`src/rtl/force_check_sequencer_pkg.sv`:
```
// Purpose : shared types and constants for the force/check sequencer.
//   seq_state_e   - sequencer FSM states
//   fail_code_e   - result codes reported on fail_code
//   MIN_PHASE_LEN - shortest duration of a timed phase, in cycles
package force_seq_pkg;

    typedef enum logic [2:0] {
        ST_IDLE    = 3'd0,
        ST_PRE     = 3'd1,
        ST_FORCE   = 3'd2,
        ST_CHK_F   = 3'd3,
        ST_RELEASE = 3'd4,
        ST_CHK_R   = 3'd5,
        ST_DONE    = 3'd6
    } seq_state_e;

    typedef enum logic [1:0] {
        FC_PASS     = 2'd0,
        FC_FORCED   = 2'd1,
        FC_RELEASED = 2'd2,
        FC_ABORT    = 2'd3
    } fail_code_e;

    localparam int unsigned MIN_PHASE_LEN = 1;

endpackage

```
`src/rtl/force_check_sequencer_if.sv`:
```
// Purpose : bundle of the sequencer's control, data and status signals.
//   master - requester side: drives start/abort/config and observed, reads status
//   slave  - sequencer side: reads requests, drives force and status outputs
interface force_check_sequencer_if #(
    parameter int WIDTH = 8,
    parameter int CNT_W = 8
);
    logic             start;
    logic             abort;
    logic [CNT_W-1:0] pre_cycles;
    logic [CNT_W-1:0] hold_cycles;
    logic [CNT_W-1:0] settle_cycles;
    logic [WIDTH-1:0] force_val;
    logic [WIDTH-1:0] baseline_val;
    logic [WIDTH-1:0] observed;
    logic             force_en;
    logic [WIDTH-1:0] force_data;
    logic             busy;
    logic             done;
    logic             pass;
    logic [1:0]       fail_code;

    modport master (
        output start, abort, pre_cycles, hold_cycles, settle_cycles,
               force_val, baseline_val, observed,
        input  force_en, force_data, busy, done, pass, fail_code
    );

    modport slave (
        input  start, abort, pre_cycles, hold_cycles, settle_cycles,
               force_val, baseline_val, observed,
        output force_en, force_data, busy, done, pass, fail_code
    );
endinterface

```
`src/rtl/force_check_sequencer_phase_counter.sv`:
```
// Purpose : down-counter timing one phase of the sequence. It is loaded
//           with (phase length - 1) on phase entry; o_expired flags the last
//           cycle of the phase.
// Ports   : clk, rst_n       - clock, async active-low reset
//           i_clear          - return count to zero
//           i_load/i_load_val- load a new remaining-cycle count
//           i_dec            - count down by one (saturates at zero)
//           o_expired        - remaining count is zero
module phase_counter #(
    parameter int CNT_W = 8
) (
    input  logic             clk,
    input  logic             rst_n,
    input  logic             i_clear,
    input  logic             i_load,
    input  logic [CNT_W-1:0] i_load_val,
    input  logic             i_dec,
    output logic             o_expired
);
    logic [CNT_W-1:0] r_count;

    always_ff @(posedge clk or negedge rst_n) begin
        if (!rst_n) begin
            r_count <= '0;
        end else if (i_clear) begin
            r_count <= '0;
        end else if (i_load) begin
            r_count <= i_load_val;
        end else if (i_dec && (r_count != '0)) begin
            r_count <= r_count - CNT_W'(1);
        end
    end

    assign o_expired = (r_count == '0);
endmodule

```
`src/rtl/force_check_sequencer.sv`:
```
// Purpose : runs one force / check / release / check sequence against a
//           downstream forceable register and reports the result.
// Ports   : clk, rst_n - clock, async active-low reset
//           bus (slave)- start/abort requests, phase lengths, force and
//                        baseline values, observed data in; force_en,
//                        force_data, busy, done, pass, fail_code out.
//
// state      | meaning
// -----------+----------------------------------------------------------
// ST_IDLE    | waiting for start
// ST_PRE     | settle time before forcing, max(pre_cycles,1) cycles
// ST_FORCE   | force applied, max(hold_cycles,1) cycles
// ST_CHK_F   | force still applied, observed compared to force value
// ST_RELEASE | force removed, max(settle_cycles,1) cycles
// ST_CHK_R   | observed compared to baseline value
// ST_DONE    | one-cycle done pulse, result published
module force_check_sequencer
    import force_seq_pkg::*;
#(
    parameter int WIDTH = 8,
    parameter int CNT_W = 8
) (
    input  logic                  clk,
    input  logic                  rst_n,
    force_check_sequencer_if.slave bus
);
    seq_state_e       r_state;
    seq_state_e       w_next_state;
    fail_code_e       r_code;
    fail_code_e       w_code_next;
    logic [CNT_W-1:0] r_hold;
    logic [CNT_W-1:0] r_settle;
    logic [WIDTH-1:0] r_force_val;
    logic [WIDTH-1:0] r_baseline;
    logic             r_force_en;
    logic [WIDTH-1:0] r_force_data;
    logic             r_pass;
    logic [1:0]       r_fail_code;

    logic             w_busy;
    logic             w_capture;
    logic             w_cnt_clear;
    logic             w_cnt_load;
    logic [CNT_W-1:0] w_cnt_load_val;
    logic             w_cnt_dec;
    logic             w_expired;
    logic             w_force_next;

    // Counter holds remaining cycles after the current one, so a phase of
    // length L is loaded with L-1; lengths below the minimum are stretched.
    function automatic logic [CNT_W-1:0] phase_load(input logic [CNT_W-1:0] n);
        if (n < CNT_W'(MIN_PHASE_LEN)) return CNT_W'(MIN_PHASE_LEN - 1);
        else                           return n - CNT_W'(1);
    endfunction

    phase_counter #(.CNT_W(CNT_W)) u_phase_counter (
        .clk       (clk),
        .rst_n     (rst_n),
        .i_clear   (w_cnt_clear),
        .i_load    (w_cnt_load),
        .i_load_val(w_cnt_load_val),
        .i_dec     (w_cnt_dec),
        .o_expired (w_expired)
    );

    assign w_busy = (r_state != ST_IDLE) && (r_state != ST_DONE);

    always_comb begin
        w_next_state   = r_state;
        w_code_next    = r_code;
        w_capture      = 1'b0;
        w_cnt_clear    = 1'b0;
        w_cnt_load     = 1'b0;
        w_cnt_load_val = '0;
        w_cnt_dec      = 1'b0;
        if (w_busy && bus.abort) begin
            w_next_state = ST_DONE;
            w_code_next  = FC_ABORT;
            w_cnt_clear  = 1'b1;
        end else begin
            case (r_state)
                ST_IDLE: begin
                    if (bus.start) begin
                        // abort on the acceptance cycle wins: report abort
                        // without ever starting the sequence
                        if (bus.abort) begin
                            w_next_state = ST_DONE;
                            w_code_next  = FC_ABORT;
                        end else begin
                            w_next_state   = ST_PRE;
                            w_code_next    = FC_PASS;
                            w_capture      = 1'b1;
                            w_cnt_load     = 1'b1;
                            w_cnt_load_val = phase_load(bus.pre_cycles);
                        end
                    end
                end
                ST_PRE: begin
                    if (w_expired) begin
                        w_next_state   = ST_FORCE;
                        w_cnt_load     = 1'b1;
                        w_cnt_load_val = phase_load(r_hold);
                    end else begin
                        w_cnt_dec = 1'b1;
                    end
                end
                ST_FORCE: begin
                    if (w_expired) w_next_state = ST_CHK_F;
                    else           w_cnt_dec    = 1'b1;
                end
                ST_CHK_F: begin
                    if (bus.observed != r_force_val) w_code_next = FC_FORCED;
                    w_next_state   = ST_RELEASE;
                    w_cnt_load     = 1'b1;
                    w_cnt_load_val = phase_load(r_settle);
                end
                ST_RELEASE: begin
                    if (w_expired) w_next_state = ST_CHK_R;
                    else           w_cnt_dec    = 1'b1;
                end
                ST_CHK_R: begin
                    // first recorded failure is the one reported
                    if ((bus.observed != r_baseline) && (r_code == FC_PASS))
                        w_code_next = FC_RELEASED;
                    w_next_state = ST_DONE;
                end
                ST_DONE: begin
                    w_next_state = ST_IDLE;
                    w_cnt_clear  = 1'b1;
                end
                default: begin
                    w_next_state = ST_IDLE;
                    w_cnt_clear  = 1'b1;
                end
            endcase
        end
    end

    assign w_force_next = (w_next_state == ST_FORCE) || (w_next_state == ST_CHK_F);

    always_ff @(posedge clk or negedge rst_n) begin
        if (!rst_n) begin
            r_state      <= ST_IDLE;
            r_code       <= FC_PASS;
            r_hold       <= '0;
            r_settle     <= '0;
            r_force_val  <= '0;
            r_baseline   <= '0;
            r_force_en   <= 1'b0;
            r_force_data <= '0;
            r_pass       <= 1'b0;
            r_fail_code  <= 2'd0;
        end else begin
            r_state    <= w_next_state;
            r_code     <= w_code_next;
            r_force_en <= w_force_next;
            // FORCE is never entered on the capture edge, so the captured
            // value is already in r_force_val whenever force is requested
            r_force_data <= w_force_next ? r_force_val : '0;
            if (w_capture) begin
                r_hold      <= bus.hold_cycles;
                r_settle    <= bus.settle_cycles;
                r_force_val <= bus.force_val;
                r_baseline  <= bus.baseline_val;
            end
            if ((w_next_state == ST_DONE) && (r_state != ST_DONE)) begin
                r_fail_code <= w_code_next;
                r_pass      <= (w_code_next == FC_PASS);
            end
        end
    end

    assign bus.force_en   = r_force_en;
    assign bus.force_data = r_force_data;
    assign bus.busy       = w_busy;
    assign bus.done       = (r_state == ST_DONE);
    assign bus.pass       = r_pass;
    assign bus.fail_code  = r_fail_code;
endmodule

```
`src/flat_wrapper.sv`:
```
// flat-port wrapper written by rule: the top's interface ports become plain ports
module force_check_sequencer_flat import force_seq_pkg::*;
#(
    parameter int WIDTH = 8,
    parameter int CNT_W = 8
)
  (clk, rst_n, bus_start, bus_abort, bus_pre_cycles, bus_hold_cycles, bus_settle_cycles, bus_force_val, bus_baseline_val, bus_observed, bus_force_en, bus_force_data, bus_busy, bus_done, bus_pass, bus_fail_code);
  force_check_sequencer_if #(.WIDTH(WIDTH), .CNT_W(CNT_W)) bus_i ();
  input  logic clk;
  input  logic rst_n;
  input wire logic [$bits(bus_i.start)-1:0] bus_start;
  input wire logic [$bits(bus_i.abort)-1:0] bus_abort;
  input wire logic [$bits(bus_i.pre_cycles)-1:0] bus_pre_cycles;
  input wire logic [$bits(bus_i.hold_cycles)-1:0] bus_hold_cycles;
  input wire logic [$bits(bus_i.settle_cycles)-1:0] bus_settle_cycles;
  input wire logic [$bits(bus_i.force_val)-1:0] bus_force_val;
  input wire logic [$bits(bus_i.baseline_val)-1:0] bus_baseline_val;
  input wire logic [$bits(bus_i.observed)-1:0] bus_observed;
  output wire logic [$bits(bus_i.force_en)-1:0] bus_force_en;
  output wire logic [$bits(bus_i.force_data)-1:0] bus_force_data;
  output wire logic [$bits(bus_i.busy)-1:0] bus_busy;
  output wire logic [$bits(bus_i.done)-1:0] bus_done;
  output wire logic [$bits(bus_i.pass)-1:0] bus_pass;
  output wire logic [$bits(bus_i.fail_code)-1:0] bus_fail_code;
  assign bus_i.start = bus_start;
  assign bus_i.abort = bus_abort;
  assign bus_i.pre_cycles = bus_pre_cycles;
  assign bus_i.hold_cycles = bus_hold_cycles;
  assign bus_i.settle_cycles = bus_settle_cycles;
  assign bus_i.force_val = bus_force_val;
  assign bus_i.baseline_val = bus_baseline_val;
  assign bus_i.observed = bus_observed;
  assign bus_force_en = bus_i.force_en;
  assign bus_force_data = bus_i.force_data;
  assign bus_busy = bus_i.busy;
  assign bus_done = bus_i.done;
  assign bus_pass = bus_i.pass;
  assign bus_fail_code = bus_i.fail_code;
  force_check_sequencer #(.WIDTH(WIDTH), .CNT_W(CNT_W)) u_core (.clk(clk), .rst_n(rst_n), .bus(bus_i));
endmodule
```
`config.mk`:
```
export PLATFORM = sky130hd
export DESIGN_NAME = force_check_sequencer_flat
export DESIGN_NICKNAME = d
export VERILOG_FILES = /design/src/rtl/force_check_sequencer_pkg.sv /design/src/rtl/force_check_sequencer_if.sv /design/src/rtl/force_check_sequencer_phase_counter.sv /design/src/rtl/force_check_sequencer.sv /design/src/flat_wrapper.sv
export SDC_FILE = /design/constraint.sdc
export NUM_CORES = 1
export LEC_CHECK = 0
export ABC_AREA = 1
export BUFFER_PORTS_ARGS = -buffer_cell sky130_fd_sc_hd__buf_2
export CAP_MARGIN = 20
export CELL_PAD_IN_SITES_DETAIL_PLACEMENT = 0
export CELL_PAD_IN_SITES_GLOBAL_PLACEMENT = 2
export CORE_MARGIN = 2
export CORE_UTILIZATION = 32
export DETAILED_ROUTE_END_ITERATION = 16
export GPL_TIMING_DRIVEN = 0
export PLACE_DENSITY = 0.8
export SLEW_MARGIN = 40
export SYNTH_ARGS = -nofsm -noshare
export SYNTH_HDL_FRONTEND = slang
export SYNTH_HIERARCHICAL = 1
export SYNTH_SLANG_ARGS = --single-unit
```
`constraint.sdc`:
```
create_clock -name clk -period 2.65 [get_ports clk]
set_input_delay 0.53 -clock clk [delete_from_list [all_inputs] [get_ports clk]]
set_output_delay 0.53 -clock clk [all_outputs]
set_load 0.03 [all_outputs]
```
Word level (Yosys, flattened, before mapping). Cells that the tools add are included.

Register bits: 57. Input port bits: 52. Output and inout bits: 14.

$add $sub $neg: 4. Magnitude comparators: 3. Eq/ne operators: 12. Multiplexer cells: 37. Reduce and logical (&&, ||, !) cells: 15.

Operators by type and width (count): 8-bit two-way mux (11); 8-bit by 1-bit subtractor with 8-bit output, second input constant (4); 8-bit by 1-bit < comparator with 1-bit output, second input constant (3); 8-bit case mux with 3 select lines (1); 3-bit two-way mux (6); 3-bit case mux with 6 select lines (1); 8-bit != test (2); 3-bit by 2-bit equality test with 1-bit output, second input constant (4); 3-bit equality test, second input constant (4); 1-bit two-way mux (11); 2-bit two-way mux (5); 8-bit zero test (1); 8-bit nonzero test (1); 2-bit case mux with 3 select lines (1); 3-bit nonzero test (2); 6-bit OR reduction (1); 1-bit logical AND (5); 2-bit zero test (2); 3-bit by 1-bit equality test with 1-bit output, second input constant (1); 3-bit zero test (1); 3-bit != test, second input constant (1); 1-bit case mux with 3 select lines (1); 3-bit OR reduction (1); 1-bit logical OR (1).

Depth between registers and ports, before layout.
Depth after elaboration: 8. Depth in mapped cells: 16. Gate-level depth less buffers: 16.

Hierarchy. Netlist, hierarchy kept.

Modules (own cells, without submodules): force_check_sequencer (times used 1, cells an instance 361, area an instance 2891.5 um2, seq. area each 1226.2 um2); phase_counter (times used 1, cells an instance 90, area an instance 613.1 um2, seq. area each 200.2 um2).

Worst setup path after synthesis. Ideal clock, no wire load.

Kind: input port to flip-flop. From: input bus_start. To: register u_core.u_phase_counter.r_count[7]. Arrival: 2.015 ns. Data required time: 2.529 ns. Path slack: 0.514 ns. Cell stages on the path: 9. Path buffers: 1. Path through: inv_1 nor2_2 nand2_8 clkbuf_1 a31oi_1 inv_2 or2_2 nand3_1 o21ai_1.

Cells in the longest elaborated chain, start to end: 5. Elaborated cells between the ends (all ways): 9.

Ends and longest elaborated chain: start: declaration (RTL line flat_wrapper.sv:11) `input wire logic [$bits(bus_i.start)-1:0] bus_start;`; 1-bit two-way mux (*) (RTL line force_check_sequencer.sv:83) `if (bus.start) begin`; 1-bit case mux with 3 select lines (*) (RTL line force_check_sequencer.sv:81) `case (r_state)`; 1-bit two-way mux (*) (RTL line force_check_sequencer.sv:76) `if (w_busy && bus.abort) begin`; net u_core.w_cnt_load (RTL line force_check_sequencer.sv:43) `logic w_cnt_load;`; 8-bit two-way mux (RTL line force_check_sequencer_phase_counter.sv:27) `end else if (i_load) begin`; 8-bit two-way mux (RTL line force_check_sequencer_phase_counter.sv:25) `end else if (i_clear) begin`; end signal: assignment (RTL line force_check_sequencer_phase_counter.sv:28) `r_count <= i_load_val;`; end signal: assignment (RTL line force_check_sequencer_phase_counter.sv:30) `r_count <= r_count - CNT_W'(1);`; end: declaration (RTL line force_check_sequencer_phase_counter.sv:20) `logic [CNT_W-1:0] r_count;`.

The timed path passes the listed nets; every way through them passes the cells marked *. A chain may end at the register's enable or synchronous reset.

Final worst setup path.
From: register u_core.r_state[1]. To: register u_core.u_phase_counter.r_count[7].

Cells in the longest elaborated chain, start to end: 6. Elaborated cells between the ends (all ways): 24.

Ends and longest elaborated chain: start: declaration (RTL line force_check_sequencer.sv:27) `seq_state_e r_state;`; start signal: assignment (RTL line force_check_sequencer.sv:154) `r_state <= w_next_state;`; branches (longest 3 deep; another with 3-bit by 2-bit equality test with 1-bit output); 1-bit two-way mux (*) (RTL line force_check_sequencer.sv:76); net u_core.w_cnt_load (RTL line force_check_sequencer.sv:43); 8-bit two-way mux (RTL line force_check_sequencer_phase_counter.sv:27); 8-bit two-way mux (RTL line force_check_sequencer_phase_counter.sv:25).

Mark *: on every way through the listed nets, which the timed path passes.

==> impl_results.md <==
- Status: complete, no violations
- Setup slack after layout: 0.267 ns
- PD cells: 1210 nW/um2
- Clock latency at the later pin of the worst-skew pair: 0.34 ns
- Tcrit/Tclk final: 89.9%
- Synthesized net count: 508
- Critical Path Sink Type: register
- Initial antenna violation count: 0
- CTS tree: done
- Crit. Startpoint: u_core/r_state[1]
- Cell with the most instances on the worst path: inv_2
- Sequential area share after synthesis: 40.7%
- Core area: 10700 um2
- Die area: 11800 um2
- Synth cell types: 38
- Cell chain of the critical path: buf_2, nor2_4, nand2_4, inv_2, nand2_8, clkbuf_1, a31oi_2, inv_2, or2_2, nand3_1, o21ai_1
- Starting Density: 32.6%
- Final setup vio count: 0
- Syn Area/Cell: 7.77 um2
- VDD IR max: 449 uV
- Final ANT Viol Nets: 0
- Most common library cell in the layout ignoring fill and taps: nand2_1
- Clock transition at path regs: 0.07 ns
- Nets: 585
- Post-synth ARST share: 100%
- Metal1 wirelength: 4030 um
- Crit path time final: 2.38 ns
- Least-Margin Pin Slew: 0.598 ns
- Final GP Congestion: 0.766
- Post-synth EDFFs: 0
- Req. time, crit path: 2.87 ns
- First-pass GRT wire length: 14500 um
- Vias in the first global route: 3084
- Mapped Area: 3500 um2
- Max-slew violation count: 0
- Die Span Y: 109 um
- Number of port buffers: 65
- HPWL Detailed: 6510 um
- I/O pin total: 66
- Slowest stage cell, crit path: a31oi_2
- Critical path's top delay family: simple AND/OR/NAND/NOR gates
- Largest buffer count on any clock path: 2
- Met3 routed WL: 413 um
- Vias: 2988
- Via density: 4.44
- Area delta synth->final: 20.7%
- CP max FO: 10
- Diode count: 0
- Wirelength, routed: 8350 um
- TritonRoute pass-1 iters: 4
- Slowest stage delay, CP: 0.43 ns
- Iteration-0 DRC Markers: 110
- Critical path class: register to register
- Max Used Layer: met4
- Worst EP arrival: 2.60 ns
- Setup Skew: 0.00776 ns
- Commonest cells after routing, fill and taps aside: nand2_1, buf_2, dfrtp_1
- Share of cells above drive strength 1: 25.1%
- CTS root buf: clkbuf_8
- Layout fillers: 1201
- Worst r2r src: u_core/r_state[1]
- Setup Fix Bufs, Post-CTS: 0
- Standard-cell rows: 38
- Drt wl/cell: 12.4 um
- Max-slew headroom: 60.1%
- Critical Path Start Type: register
- Yosys Warn Count: 6
- Lkg Pwr: 2.26 nW
- GR Overflow Total: 0
- Hold/Removal Path Class: primary input to asynchronous set/reset pin
- WP buf/inv: 4
- Met2 wire length: 3810 um
- Die Wd: 109 um
- CTS buffer count: 9
- Fin Hold WS: 0.0469 ns
- Synth Instances: 451
- Max Cap Viol: 0
- Remaining DRCs: 0
- GRT Total Usage: 16.0%
- Synth Flop Type: dfrtp_1
- Post-synthesis register bit count: 57
- Dpl ws: -0.0349 ns
- # H-tree levels: 3
- Clk sinks: 57
- RSZ-0062 raised after global routing: false
- Final Hold Viols: 0
- Fmax: 0.420 GHz
- Largest net degree at the start of global routing: 58
routing by layer:
metal / GRT usage [%] / vias to the layer above
met3: 4.30 / 7
met2: 25.7 / 53
li1: - / 1563
met5: 0 / -
met1: 20.9 / 1365
met4: 5.22 / 0
through the flow:
step | util, % | instances | setup TNS, ns | total power (W) | instance area [um2]
floorplan | - | 451 | 0 | 0.00370 | 3500
global placement | 37.3 | 656 | -0.191 | 0.00432 | 4010
detailed placement | 37.3 | 656 | -0.0504 | 0.00436 | 4010
CTS | 39.1 | 672 | 0 | 0.00522 | 4210
global route | 39.4 | 673 | 0 | 0.00569 | 4230
finish | 39.4 | 673 | 0 | 0.00514 | 4230
final cells by class:
type	count	area [um2]	share of cell area, %
multi-input combinational	318	1770	41.9
tap	140	175	4.14
clock buffer	12	145	3.43
clock inverter	4	52.6	1.24
timing repair buffer	66	348	8.22
buffer	8	53.8	1.27
inverter	68	258	6.09
sequential	57	1430	33.7
where the power goes:
| part | internal [W] | switching (W) | total, W |
|---|---|---|---|
| registers | 0.00129 | 0.000282 | 0.00157 |
| clock network | 0.000460 | 0.000367 | 0.000828 |
| logic | 0.000997 | 0.00174 | 0.00274 |
worst register-to-register path, delay by kind of cell (launching register included):
family / cells / cell delay (ns)
buf+inv: 4 / 0.70
flops: 1 / 0.35
simple gates: 5 / 0.73
compound gates: 2 / 0.50
cell families after synthesis:
family	synth area share [%]
flops	40.7
fa+ha+maj	1.79
xor+xnor	6.75
mux	4.50
compound gates	7.43
simple gates	30.0
buf+inv	8.89
flip-flops by register name, indices dropped and copies added, names as in the netlist:
name and cells:
u_core/bus.pass 1, u_core/r_baseline 8, u_core/r_state 3, u_core/r_code 2, u_core/bus.force_data 8, u_core/u_phase_counter/r_count 8, u_core/r_force_val 8, u_core/bus.fail_code 2
u_core/bus.force_en 1, u_core/r_settle 8, u_core/r_hold 8
what timing repair did:
action / in CTS / in global routing
endpoints found under the setup margin: 0 / 8
resized for setup: 0 / 1
hold buffers: 0 / 0
synth_stat cells (2+ instances only):
cell      count  area share (%)
buf_2         4            0.57
clkinv_1      2            0.21
xor2_1       11             2.7
xnor2_1      16             4.0
nand3_4       2             1.0
dfrtp_1      57              41
mux2_1       12             3.9
or2_2         4            0.71
buf_6         2            0.64
a21oi_2       2            0.50
nand2_2       7             1.2
inv_2        14             1.5
nor2_2        3            0.54
nor2_1       55             5.9
mux2_2        2            0.64
nand2_1     111              12
nand2_4       2            0.64
o21ai_0       7             1.0
inv_1        51             5.5
ha_1          5             1.8
a21oi_1      22             3.1
nor3_1        5            0.71
nand3_2       3            0.86
nand4_1       3            0.54
nand3_1      29             4.1
o21ai_1       8             1.1
final timing paths:
path,endpoint,slack [ns],cells past startpoint
max,u_core/u_phase_counter/r_count[7],0.27,11
min in group clk,u_core/r_settle[5],0.40,2
min,u_core/bus.force_en,0.05,1
max reg2reg,u_core/u_phase_counter/r_count[7],0.27,11
min reg2reg,u_core/bus.fail_code[1],0.48,2
max in group asynchronous,u_core/u_phase_counter/r_count[6],2.11,2
Power figures use the tool's default switching activity.
